--- config.mk ---
export PLATFORM = sky130hd
export DESIGN_NAME = uart_cmd_rx
export DESIGN_NICKNAME = d
export VERILOG_FILES = /design/src/rtl/uart_cmd_rx.sv
export SDC_FILE = /design/constraint.sdc
export NUM_CORES = 1
export LEC_CHECK = 0
export ABC_AREA = 1
export BUFFER_PORTS_ARGS = -buffer_cell sky130_fd_sc_hd__buf_2
export CELL_PAD_IN_SITES_DETAIL_PLACEMENT = 1
export CELL_PAD_IN_SITES_GLOBAL_PLACEMENT = 2
export CORE_ASPECT_RATIO = 1.25
export CORE_MARGIN = 8
export CORE_UTILIZATION = 38
export DETAILED_ROUTE_END_ITERATION = 16
export PLACE_DENSITY_LB_ADDON = 0.1
export SYNTH_ARGS = -nofsm -noshare
export SYNTH_HDL_FRONTEND = slang
export SYNTH_SLANG_ARGS = --single-unit
--- constraint.sdc ---
create_clock -name clk -period 4.4 [get_ports clk]
set_input_delay 0 -clock clk [delete_from_list [all_inputs] [get_ports clk]]
set_output_delay 0 -clock clk [all_outputs]
set_load 0.01 [all_outputs]
--- src/rtl/uart_cmd_rx.sv ---
`default_nettype none
// ---------------------------------------------------------------------------
// uart_cmd_rx : 8N1 UART command receiver with 'g'/'s' power-up authorization.
// Stop-bit checking and frm_err are enabled by `define UART_FRM_CHK_EN. Rev 1.0
// ---------------------------------------------------------------------------
module uart_cmd_rx #(
  parameter int BAUD_DIV = 5208
) (
  input  logic       clk,
  input  logic       rst_n,
  input  logic       RX,
  input  logic       clr_rdy,
  input  logic       rider_off,
  output logic [7:0] rx_data,
  output logic       rdy,
  output logic       frm_err,
  output logic       pwr_up
);

  localparam int CW = $clog2(BAUD_DIV + 1);
  // Counter expires on the cycle it reads zero, so loads are one short of the
  // interval; this puts each sample exactly BAUD_DIV/2 + k*BAUD_DIV after detect.
  localparam logic [CW-1:0] HALF_M1 = CW'(BAUD_DIV / 2 - 1);
  localparam logic [CW-1:0] FULL_M1 = CW'(BAUD_DIV - 1);

  typedef enum logic [1:0] {IDLE, START, DATA, STOP} rx_state_t;
  typedef enum logic [1:0] {OFF, PWR1, PWR2} auth_state_t;

  logic rx_ff1, rx_s, rx_prev, fall;

  always_ff @(posedge clk or negedge rst_n) begin
    if (!rst_n) begin
      rx_ff1  <= 1'b1;
      rx_s    <= 1'b1;
      rx_prev <= 1'b1;
    end else begin
      rx_ff1  <= RX;
      rx_s    <= rx_ff1;
      rx_prev <= rx_s;
    end
  end

  assign fall = rx_prev & ~rx_s;

  rx_state_t   rx_state, rx_state_n;
  logic [CW-1:0] cnt, cnt_n;
  logic [3:0]  bit_cnt, bit_cnt_n;
  logic [7:0]  shreg, shreg_n, rx_data_n;
  logic        rdy_n, byte_done, byte_done_n, expire;
`ifdef UART_FRM_CHK_EN
  logic        frm_q, frm_n, brk, brk_n;
`endif

  assign expire = (cnt == '0);

  always_ff @(posedge clk or negedge rst_n) begin
    if (!rst_n) begin
      rx_state  <= IDLE;
      cnt       <= '0;
      bit_cnt   <= 4'd0;
      shreg     <= 8'h00;
      rx_data   <= 8'h00;
      rdy       <= 1'b0;
      byte_done <= 1'b0;
`ifdef UART_FRM_CHK_EN
      frm_q     <= 1'b0;
      brk       <= 1'b0;
`endif
    end else begin
      rx_state  <= rx_state_n;
      cnt       <= cnt_n;
      bit_cnt   <= bit_cnt_n;
      shreg     <= shreg_n;
      rx_data   <= rx_data_n;
      rdy       <= rdy_n;
      byte_done <= byte_done_n;
`ifdef UART_FRM_CHK_EN
      frm_q     <= frm_n;
      brk       <= brk_n;
`endif
    end
  end

  always_comb begin
    rx_state_n  = rx_state;
    cnt_n       = cnt;
    bit_cnt_n   = bit_cnt;
    shreg_n     = shreg;
    rx_data_n   = rx_data;
    rdy_n       = rdy & ~clr_rdy;
    byte_done_n = 1'b0;
`ifdef UART_FRM_CHK_EN
    frm_n       = 1'b0;
    brk_n       = brk;
`endif
    case (rx_state)
      IDLE: begin
        if (fall) begin
          rx_state_n = START;
          cnt_n      = HALF_M1;
          rdy_n      = 1'b0;
        end
      end
      START: begin
        if (!expire) begin
          cnt_n = cnt - CW'(1);
        end else if (rx_s) begin
          rx_state_n = IDLE;
        end else begin
          cnt_n      = FULL_M1;
          bit_cnt_n  = 4'd0;
          rx_state_n = DATA;
        end
      end
      DATA: begin
        if (!expire) begin
          cnt_n = cnt - CW'(1);
        end else begin
          shreg_n   = {rx_s, shreg[7:1]};
          cnt_n     = FULL_M1;
          bit_cnt_n = bit_cnt + 4'd1;
          if (bit_cnt == 4'd7) rx_state_n = STOP;
        end
      end
      STOP: begin
`ifdef UART_FRM_CHK_EN
        if (brk) begin
          // Line held low past the stop bit: wait for it to return idle.
          if (rx_s) begin
            brk_n      = 1'b0;
            rx_state_n = IDLE;
          end
        end else if (!expire) begin
          cnt_n = cnt - CW'(1);
        end else if (rx_s) begin
          rx_data_n   = shreg;
          rdy_n       = 1'b1;
          byte_done_n = 1'b1;
          rx_state_n  = IDLE;
        end else begin
          frm_n = 1'b1;
          brk_n = 1'b1;
        end
`else
        if (!expire) begin
          cnt_n = cnt - CW'(1);
        end else begin
          rx_data_n   = shreg;
          rdy_n       = 1'b1;
          byte_done_n = 1'b1;
          rx_state_n  = IDLE;
        end
`endif
      end
      default: rx_state_n = IDLE;
    endcase
  end

`ifdef UART_FRM_CHK_EN
  assign frm_err = frm_q;
`else
  assign frm_err = 1'b0;
`endif

  auth_state_t auth, auth_n;

  always_ff @(posedge clk or negedge rst_n) begin
    if (!rst_n) auth <= OFF;
    else        auth <= auth_n;
  end

  always_comb begin
    auth_n = auth;
    case (auth)
      OFF:  if (byte_done && rx_data == 8'h67) auth_n = PWR1;
      PWR1: if (byte_done && rx_data == 8'h73) auth_n = rider_off ? OFF : PWR2;
      PWR2: begin
        if (rider_off)                           auth_n = OFF;
        else if (byte_done && rx_data == 8'h67)  auth_n = PWR1;
      end
      default: auth_n = OFF;
    endcase
  end

  assign pwr_up = (auth != OFF);

endmodule
`default_nettype wire

==> flow_results.org, run 1 <==
** Timing
- Static timing analysis puts the maximum clock frequency at 0.5538 GHz.
- Final Critical Period :: 1.806 ns
- Of the available clock period, the critical path in the final layout requires 0.4104.
- Setup-violating endpoint count in the final report :: 0
- Worst Clk Skew :: 0.009830 ns
- The number of pins with negative max-slew slack in the final report was 0.
- Transition time at the pin with the least slew margin :: 0.9521 ns
- Unrepaired setup endpoints after global routing :: no
- Measured against its own limit, the worst slew margin works out to 0.3652.
- In the final timing run, aggregate negative setup slack is 0 ns.
- Setup slack closes at 2.594 ns.
- The final hold violation count was 0.

** Clock network
- Num CTS Buffers :: 5
- In this run the clock root is driven by a clkbuf_8.
- Buffers inserted to repair hold after CTS numbered 4.
- Clock-pin slew was measured on the worst setup and hold paths at 0.08 ns.
- Clock tree from TritonCTS :: yes
- After clock tree synthesis, the repair step resized 0 gates.
- The clock reaches the later pin of the worst-skew pair after 0.30 ns.
- The clock drives 42 sinks.
- The longest clock path from root to sink contains 2 buffers.
- In this run the post-CTS setup repair buffer count came out at 0.
- CTS built an H-tree with a depth of 2.

** Global route
- Gr usage total :: 0.1434
- The initial antenna violation count came to 0.
- Entering global routing, the biggest net connects 43 pins.
- The number of global-route vias before repair is 2145.
- Final global-route overflow total :: 0
- First-pass GRT wire length :: 10.31 mm

** Final layout
- Number of filler cells placed in the layout :: 793
- The finished layout holds 412 standard cells, fillers aside.
- Fraction of layout instances using a drive strength above 1 :: 0.1774
- After the last flow step, the layout net total stands at 338.
- Most common library cell in the layout ignoring fill and taps :: nand2_1
- Commonest non-fill, non-tap cells in the layout :: nand2_1 (83), inv_1 (39), dfrtp_1 (39)
- The repair_antennas step left the layout with diodes totalling 0.
- Relative to the synthesized area, the layout overhead comes to 11.26%.
- The finished cells cover 2659 um^2.

** Floorplanning
- The die covers 9099 um^2.
- Row count :: 32
- For this configuration, the core starts out at a cell density of 0.3901.
- The die is 86.93 um wide.
- During I/O placement, the number of pins put on the boundary was 16.
- The core region is 6126 um^2.
- Die height :: 104.7 um

** Synthesis
- After synthesis the netlist holds a flip-flop and latch count of 42.
- After synthesis, the netlist uses 31 different library cells.
- Of the post-synthesis cell area, the dominant cell type holds 0.4084.
- Cells taking the most area after synthesis :: dfrtp_1 (41%), nand2_1 (13%), inv_1 (6.1%), nand3_1 (4.8%), nor2_1 (4.4%)
- Yosys top cell by area :: dfrtp_1
- Net count after synthesis :: 316
- Sequential cell area fraction in the yosys report :: 0.4414
- Yosys printed 0 warnings.
- Cell count after synthesis :: 304
- Summing every instance area after synthesis gives 2390 um^2.
- Mean Syn Cell Area :: 7.861 um^2

** Worst setup path
- Along the worst path, the maximum fanout reaches 6.
- Among all stages on the critical path, the largest delay is contributed by dfrtp_1.
- Startpoint Class :: flip-flop
- Start-to-end type of the worst setup path :: reg -> reg
- In this design, the critical path's most frequently occurring cell is nor2_1.
- Bufs and invs on worst path :: 2
- Startpoint of the worst-slack reg-to-reg timing path :: rx_state[0]
- For the worst setup path, the data required time is 4.60 ns.
- Critical Path Start :: rx_state[0]
- Worst reg-to-reg path cell count :: 8
- Broken down by cell family, the worst path's largest delay share belongs to simple AND/OR/NAND/NOR gates.
- FF-to-FF setup slack :: 2.59 ns
- Endpoint of the worst-slack reg-to-reg timing path :: cnt[9]
- STA puts the critical path data arrival time at 2.00 ns.
- Crit-path max cell delay :: 0.44 ns
- Setup crit end kind :: flip-flop
- Crit path cell chain :: inv_1, ha_1, nor2_1, inv_1, nand2_1, nor2_1, nor2_1, nor2_1
- Termination of the worst setup path :: cnt[9]
- Levels on crit path :: 8

** Power and ir drop
- PD cells :: 523.3 nW/um^2
- Leakage power total :: 1.375 nW
- Total Power Consumption :: 0.001391 W
- Worst vdd ir :: 206.8 uV

** Routing
- For this block, the via count after detailed routing is 1967.
- After detailed routing, the number of remaining DRC violations is 0.
- DRC violation total after the first TritonRoute iteration :: 39
- Detailed Routing Iterations Pass 1 :: 4
- Via/cell ratio :: 4.774
- Once detail routing completed, the nets flagged for antenna violations numbered 0.
- Dividing the detail-routed wire length by the instance count gives 14.00 um.
- Summed over all layers, the routed wires come to 5.766 mm.

** Placement
- Summed over all nets, the half-perimeter wirelength after detailed placement is 4.508 mm.
- Placed instance count :: 400
- The count of buffers added on input and output ports is 14.
- Area after detailed placement :: 2536 um^2
- Prior to clock tree synthesis, the placed netlist has a worst setup slack of 2.577 ns.
- Placer's final routability congestion estimate :: 0.7887

** Run
- Max-cap violations in this run came to 0.

** Outcome
- The run finished with clean final reports.

** Min path
- Tightest Hold Check Type :: in -> reg
-- metal layers --
layer	vias to the layer above	track usage	routed length [um]	share of wire
li1	990	-	-	-
met1	949	0.1572	2284	0.40
met2	20	0.2598	3222	0.56
met3	8	0.02978	159	0.028
met4	0	0.05432	100	0.017
met5	-	0	0	0
-- cell type report --
class / instances / area [um^2] / share of cell area
Inverter: 48 / 180.2 / 0.06776
Tap cell: 85 / 106.4 / 0.04000
Clock inverter: 2 / 10.01 / 0.003765
Sequential cell: 42 / 1055 / 0.3967
Clock buffer: 6 / 72.57 / 0.02729
Timing Repair Buffer: 18 / 110.1 / 0.04141
Multi-Input combinational cell: 211 / 1125 / 0.4231
-- cell usage after synthesis --
| master | instances |
|---|---|
| xor2_1 | 5 |
| o22ai_1 | 1 |
| o21ai_2 | 9 |
| inv_2 | 8 |
| nand3_2 | 1 |
| clkinv_1 | 1 |
| nand2_2 | 2 |
| a21oi_1 | 4 |
| mux2i_1 | 1 |
| or2_2 | 1 |
| conb_1 | 1 |
| nand3b_1 | 2 |
| nand4_1 | 3 |
| nor2_2 | 5 |
| inv_1 | 39 |
| nor2_8 | 1 |
| a22oi_1 | 1 |
| dfstp_2 | 3 |
| buf_4 | 1 |
| ha_1 | 7 |
| o21ai_0 | 10 |
| nand2_1 | 83 |
| nand2_4 | 2 |
| nor2_1 | 28 |
| o21ai_1 | 14 |
| nand3_4 | 2 |
| nor3_1 | 2 |
| nor2_4 | 3 |
| buf_6 | 2 |
| dfrtp_1 | 39 |
| nand3_1 | 23 |
-- cell families after synthesis --
group                      synth area share
adders and majority gates           0.03665
and+or+nand+nor                      0.3126
muxes                              0.004189
buffers and inverters               0.08796
AOI/OAI and AO/OA                   0.09739
DFF                                  0.4414
xor gates and xnor gates            0.01832
other                              0.001569
-- how the worst min path moves through the flow --
| stage | slack, ns | to | cells past startpoint | start |
|---|---|---|---|---|
| after floorplan | -0.30 | async pin | 0 | rst_n |
| after global placement | 0.10 | rx_ff1 | 1 | RX |
| after detailed placement | 0.11 | rx_ff1 | 1 | RX |
| after CTS | 0.33 | rx_ff1 | 2 | RX |
| after global routing | 0.34 | rx_ff1 | 2 | RX |
| final | 0.36 | rx_ff1 | 2 | RX |
-- through the flow --
step | hold slack [ns] | util
global route | 0.3449 | 0.4340
floorplan | -0.2956 | -
global placement | 0.1049 | 0.4140
detailed placement | 0.1069 | 0.4140
CTS | 0.3319 | 0.4340
finish | 0.3581 | 0.4340
-- report_power, final --
part,switching [W],leakage [nW],total (W),internal [W]
Combinational,0.000431,0.774,0.000631,0.000200
Sequential,0.0000691,0.556,0.000513,0.000443
Clock,0.000137,0.0450,0.000247,0.000110
Total,0.000638,1.37,0.00139,0.000754
-- registers in the layout, indices dropped and copies added, names as in the netlist, named ones only --
name       cells
rx_data        8
cnt           13
bit_cnt        4
rx_ff1         1
rx_s           1
rx_state       1
auth           2
rdy            1
rx_prev        1
shreg          8
byte_done      1
-- worst register-to-register path: stages, from the launching register on --
cell and delay [ns]:
dfrtp_1 0.44, inv_1 0.09, ha_1 0.38, nor2_1 0.34
inv_1 0.08, nand2_1 0.17, nor2_1 0.07, nor2_1 0.08
nor2_1 0.04
(Power assumes the default switching activity.)
==> inputs of run 2 (changes only) <==
CORE_UTILIZATION = 32   (was 38)
clock period = 1.5 ns   (was 4.4 ns; I/O delays follow)
==> run 2 against run 1 <==
  * The flow now finishes with violations (setup timing)
  * Non-clock buffer count increased by 46
  * Design area increased by 27%
  * Critical path depth increased by 1
  * Cell count increased by 14%
  * Sequential share of layout area decreased by 8.3 points
  * Setup slack got worse by 2.6 ns
  * First-iteration DRC count decreased by 2.6%
  * Core utilization increased by 2.6 points
  * Clock-buffer cell count decreased by 1
  * Power increased to 4.2 times the previous value
  * Via count increased by 13%
==> flow_results.org, run 2 (synthesis gave the netlist of run 1 again) <==
** Outcome
- Run status: finished with violations (was complete, no violations).
- The final reports fail on setup timing.

** Worst setup path
- The worst reg-to-reg setup slack came to -0.04 ns (was 2.59 ns).
- Setup crit end kind :: flip-flop (unchanged)
- The worst reg2reg path depth came to 9 (was 8).
- The combined buffer and inverter count along the critical path was 3 (was 2).
- The destination of the worst register-to-register timing path is rx_data[4] (was cnt[9]).
- Kind of cell adding the most delay to the critical path :: simple AND/OR/NAND/NOR gates (unchanged)
- Start-to-end type of the worst setup path :: reg -> reg (unchanged)
- The critical path launch point type was a flip-flop (unchanged).
- WP data arrival :: 1.73 ns (was 2.00 ns)
- The highest-delay cell along the critical path is dfrtp_1 (unchanged).
- Crit path cell chain :: nor2_4, buf_6, nand2_4, inv_2, nand3_4, inv_6, nand2_8, nand2_1, o21ai_2 (was inv_1, ha_1, nor2_1, inv_1, nand2_1, nor2_1, nor2_1, nor2_1)
- The maximum fanout count along the critical path came to 9 (was 6).
- The startpoint of the most critical register-to-register path is cnt[3] (was rx_state[0]).
- Crit-path max cell delay :: 0.43 ns (was 0.44 ns)
- Worst path required time :: 1.70 ns (was 4.60 ns)

** Floorplanning
- The total die area is 10510 um^2 (was 9099 um^2).
- Initial cell density of the core :: 0.3268 (was 0.3901)
- The x dimension of the die was 93.30 um (was 86.93 um).
- Row count :: 35 (was 32)
- The area of the core was 7313 um^2 (was 6126 um^2).
- The number of ports placed on the die boundary came to 16 (unchanged).
- Die height :: 112.6 um (was 104.7 um)

** Clock network
- The maximum number of buffers from clock root to sink is 2 (unchanged).
- Root cell of the clock tree :: clkbuf_8 (unchanged)
- Clock tree from TritonCTS :: yes (unchanged)
- The clock transition at the registers of the reported paths is 0.09 ns (was 0.08 ns).
- The clock sink total came to 42 (unchanged).
- The clock buffer count from CTS is 5 (unchanged).
- The number of H-tree levels is 2 (unchanged).
- The worst-skew pair later-pin latency came to 0.30 ns (about the same).

** Routing
- The routed via count divided by cell count is 4.725 (was 4.774).
- Detailed Routing Iterations Pass 1 :: 4 (unchanged)
- The aggregate routed wire length was 7.114 mm (was 5.766 mm).
- DRC violation total after the first TritonRoute iteration :: 38 (was 39)
- Average wire per cell in the routed design :: 15.17 um (was 14.00 um)
- The count of unresolved DRC violations after routing is 0 (unchanged).
- DR vias :: 2216 (was 1967)
- Antenna violation net count after detailed routing :: 0 (unchanged)

** Placement
- Area after detailed placement :: 2793 um^2 (was 2536 um^2)
- Port-buffer cells :: 14 (unchanged)
- Worst Setup Slack post-DPL :: -0.1245 ns (was 2.577 ns)
- The placed wire-length estimate after detailed placement came to 5.030 mm (was 4.508 mm).
- Placer's final routability congestion estimate :: 0.7619 (was 0.7887)

** Timing
- Worst Clk Skew :: 0.007635 ns (was 0.009830 ns)
- Portion of the clock cycle consumed by the worst path in the final layout :: 1.024 (was 0.4104)
- The normalized max-slew margin came to 0.6223 (was 0.3652).
- The final setup violation count is 14 (was 0).
- Transition time at the pin with the least slew margin :: 0.5666 ns (was 0.9521 ns)
- Unrepaired setup endpoints after global routing :: yes (was no)
- FMAX :: 0.6510 GHz (was 0.5538 GHz)
- Final Critical Period :: 1.536 ns (was 1.806 ns)
- The final hold violation count came to 0 (unchanged).
- The final critical-path setup slack is -0.03599 ns (was 2.594 ns).
- The number of pins with negative max-slew slack in the final report came to 0 (unchanged).

** Power and ir drop
- The sum of internal, switching and leakage power came to 0.005856 W (was 0.001391 W).
- The peak supply drop came to 896.4 uV (was 206.8 uV).
- The leakage power figure is 1.645 nW (was 1.375 nW).
- PD cells :: 1740 nW/um^2 (was 523.3 nW/um^2)

** Global route
- Gr usage total :: 0.1439 (was 0.1434)
- Pin count of the biggest net entering global routing :: 43 (unchanged)
- The initial antenna violation count was 0 (unchanged).
- Number of global-route vias before repair :: 2503 (was 2145)
- The sum of overflow across all layers after global routing is 0 (unchanged).
- First-pass GRT wire length :: 11.99 mm (was 10.31 mm)

** Final layout
- The fraction of layout instances using a drive strength above 1 was 0.4164 (was 0.1774).
- The number of flip-flops in the largest register is 13 (unchanged).
- Commonest non-fill, non-tap cells in the layout :: nand2_1 (64), buf_4 (42), dfrtp_1 (39) (was nand2_1 (83), inv_1 (39), dfrtp_1 (39))
- The area of all placed cells without fillers was 3364 um^2 (was 2659 um^2).
- The number of diodes came to 0 (unchanged).
- The final core area utilization was 0.4601 (was 0.4340).
- Most common library cell in the layout ignoring fill and taps :: nand2_1 (unchanged)
- The largest register by flop count was cnt (unchanged).
- Number of nets in the layout :: 388 (was 338)
- Number of filler cells placed in the layout :: 884 (was 793)
- Relative area change from synthesis to final layout :: 40.79% (was 11.26%)
- Biggest registers after layout: cnt (13), rx_data (8), shreg (8) (unchanged).

** Run
- The max-cap check violation count is 0 (unchanged).

** Min path
- The kind of path behind the tightest hold check was in -> async (was in -> reg).
## run 2: cell types whose count changed in the layout (fill, tap and decap cells not counted), moves of 4 or more
cell and delta:
buf_6 +4, inv_1 -7, o21ai_0 -6, nor2_2 +5, nor2_4 +7, buf_4 +42
nand2_2 +16, nand2_1 -19, ha_1 -5, nor2_1 -9
## run 2: routing by layer
metal	share of wire	vias up	routed length (um)	global-route usage
met5	0	-	0	0
met4	0.012	0	85	0.05388
met3	0.022	8	157	0.02403
met2	0.58	17	4153	0.2757
met1	0.38	1092	2718	0.1483
li1	-	1099	-	-
## run 2: where the power goes
part | internal (W) | leakage (nW) | switching, W
clock network | 0.000668 | 0.0683 | 0.000442
logic | 0.00142 | 1.02 | 0.00187
registers | 0.00130 | 0.556 | 0.000149
## run 2: worst max-delay path by stage
stage               depth (start not counted)  slack (ns)        start         end
finish                                      9       -0.04       cnt[3]  rx_data[4]
global route                                9       -0.11       cnt[3]      cnt[8]
detailed placement                          8       -0.12  rx_state[0]      cnt[2]
CTS                                         9       -0.01       cnt[2]      cnt[3]
floorplan                                   9        0.01       cnt[0]         rdy
global placement                            8       -0.12  rx_state[0]      cnt[2]
## run 2: repair_timing
| action | CTS | global route |
|---|---|---|
| endpoints found under the hold margin | 42 | 0 |
| resized for setup | 38 | 42 |
| hold buffers | 4 | 0 |
| setup endpoints to repair | 37 | 36 |
| cloned | 1 | 3 |
| buffers inserted | 9 | 4 |
| pin swaps | 9 | 19 |
## run 2: area by class of cell
cell class | count | area, um^2 | area share
repair buffers | 64 | 470.5 | 0.1398
clock inverters | 3 | 68.82 | 0.02045
flip-flops and latches | 42 | 1055 | 0.3135
well taps | 92 | 115.1 | 0.03421
clock buffers | 5 | 68.82 | 0.02045
inverters | 48 | 197.7 | 0.05876
multi-input cells | 215 | 1389 | 0.4128
## run 2: worst register-to-register path: stages, from the launching register on
cell,delay [ns]
dfrtp_1,0.43
nor2_4,0.17
buf_6,0.14
nand2_4,0.05
inv_2,0.06
nand3_4,0.19
inv_6,0.16
nand2_8,0.09
nand2_1,0.09
o21ai_2,0.05
## run 2: metrics by stage
step | instances | TNS, ns | hold WS (ns)
global placement | 440 | -1.949 | 0.1049
finish | 469 | -0.1902 | 0.3047
CTS | 462 | -0.03801 | 0.3172
floorplan | 304 | 0 | -0.2956
global route | 469 | -2.727 | 0.3348
detailed placement | 440 | -3.030 | 0.1107
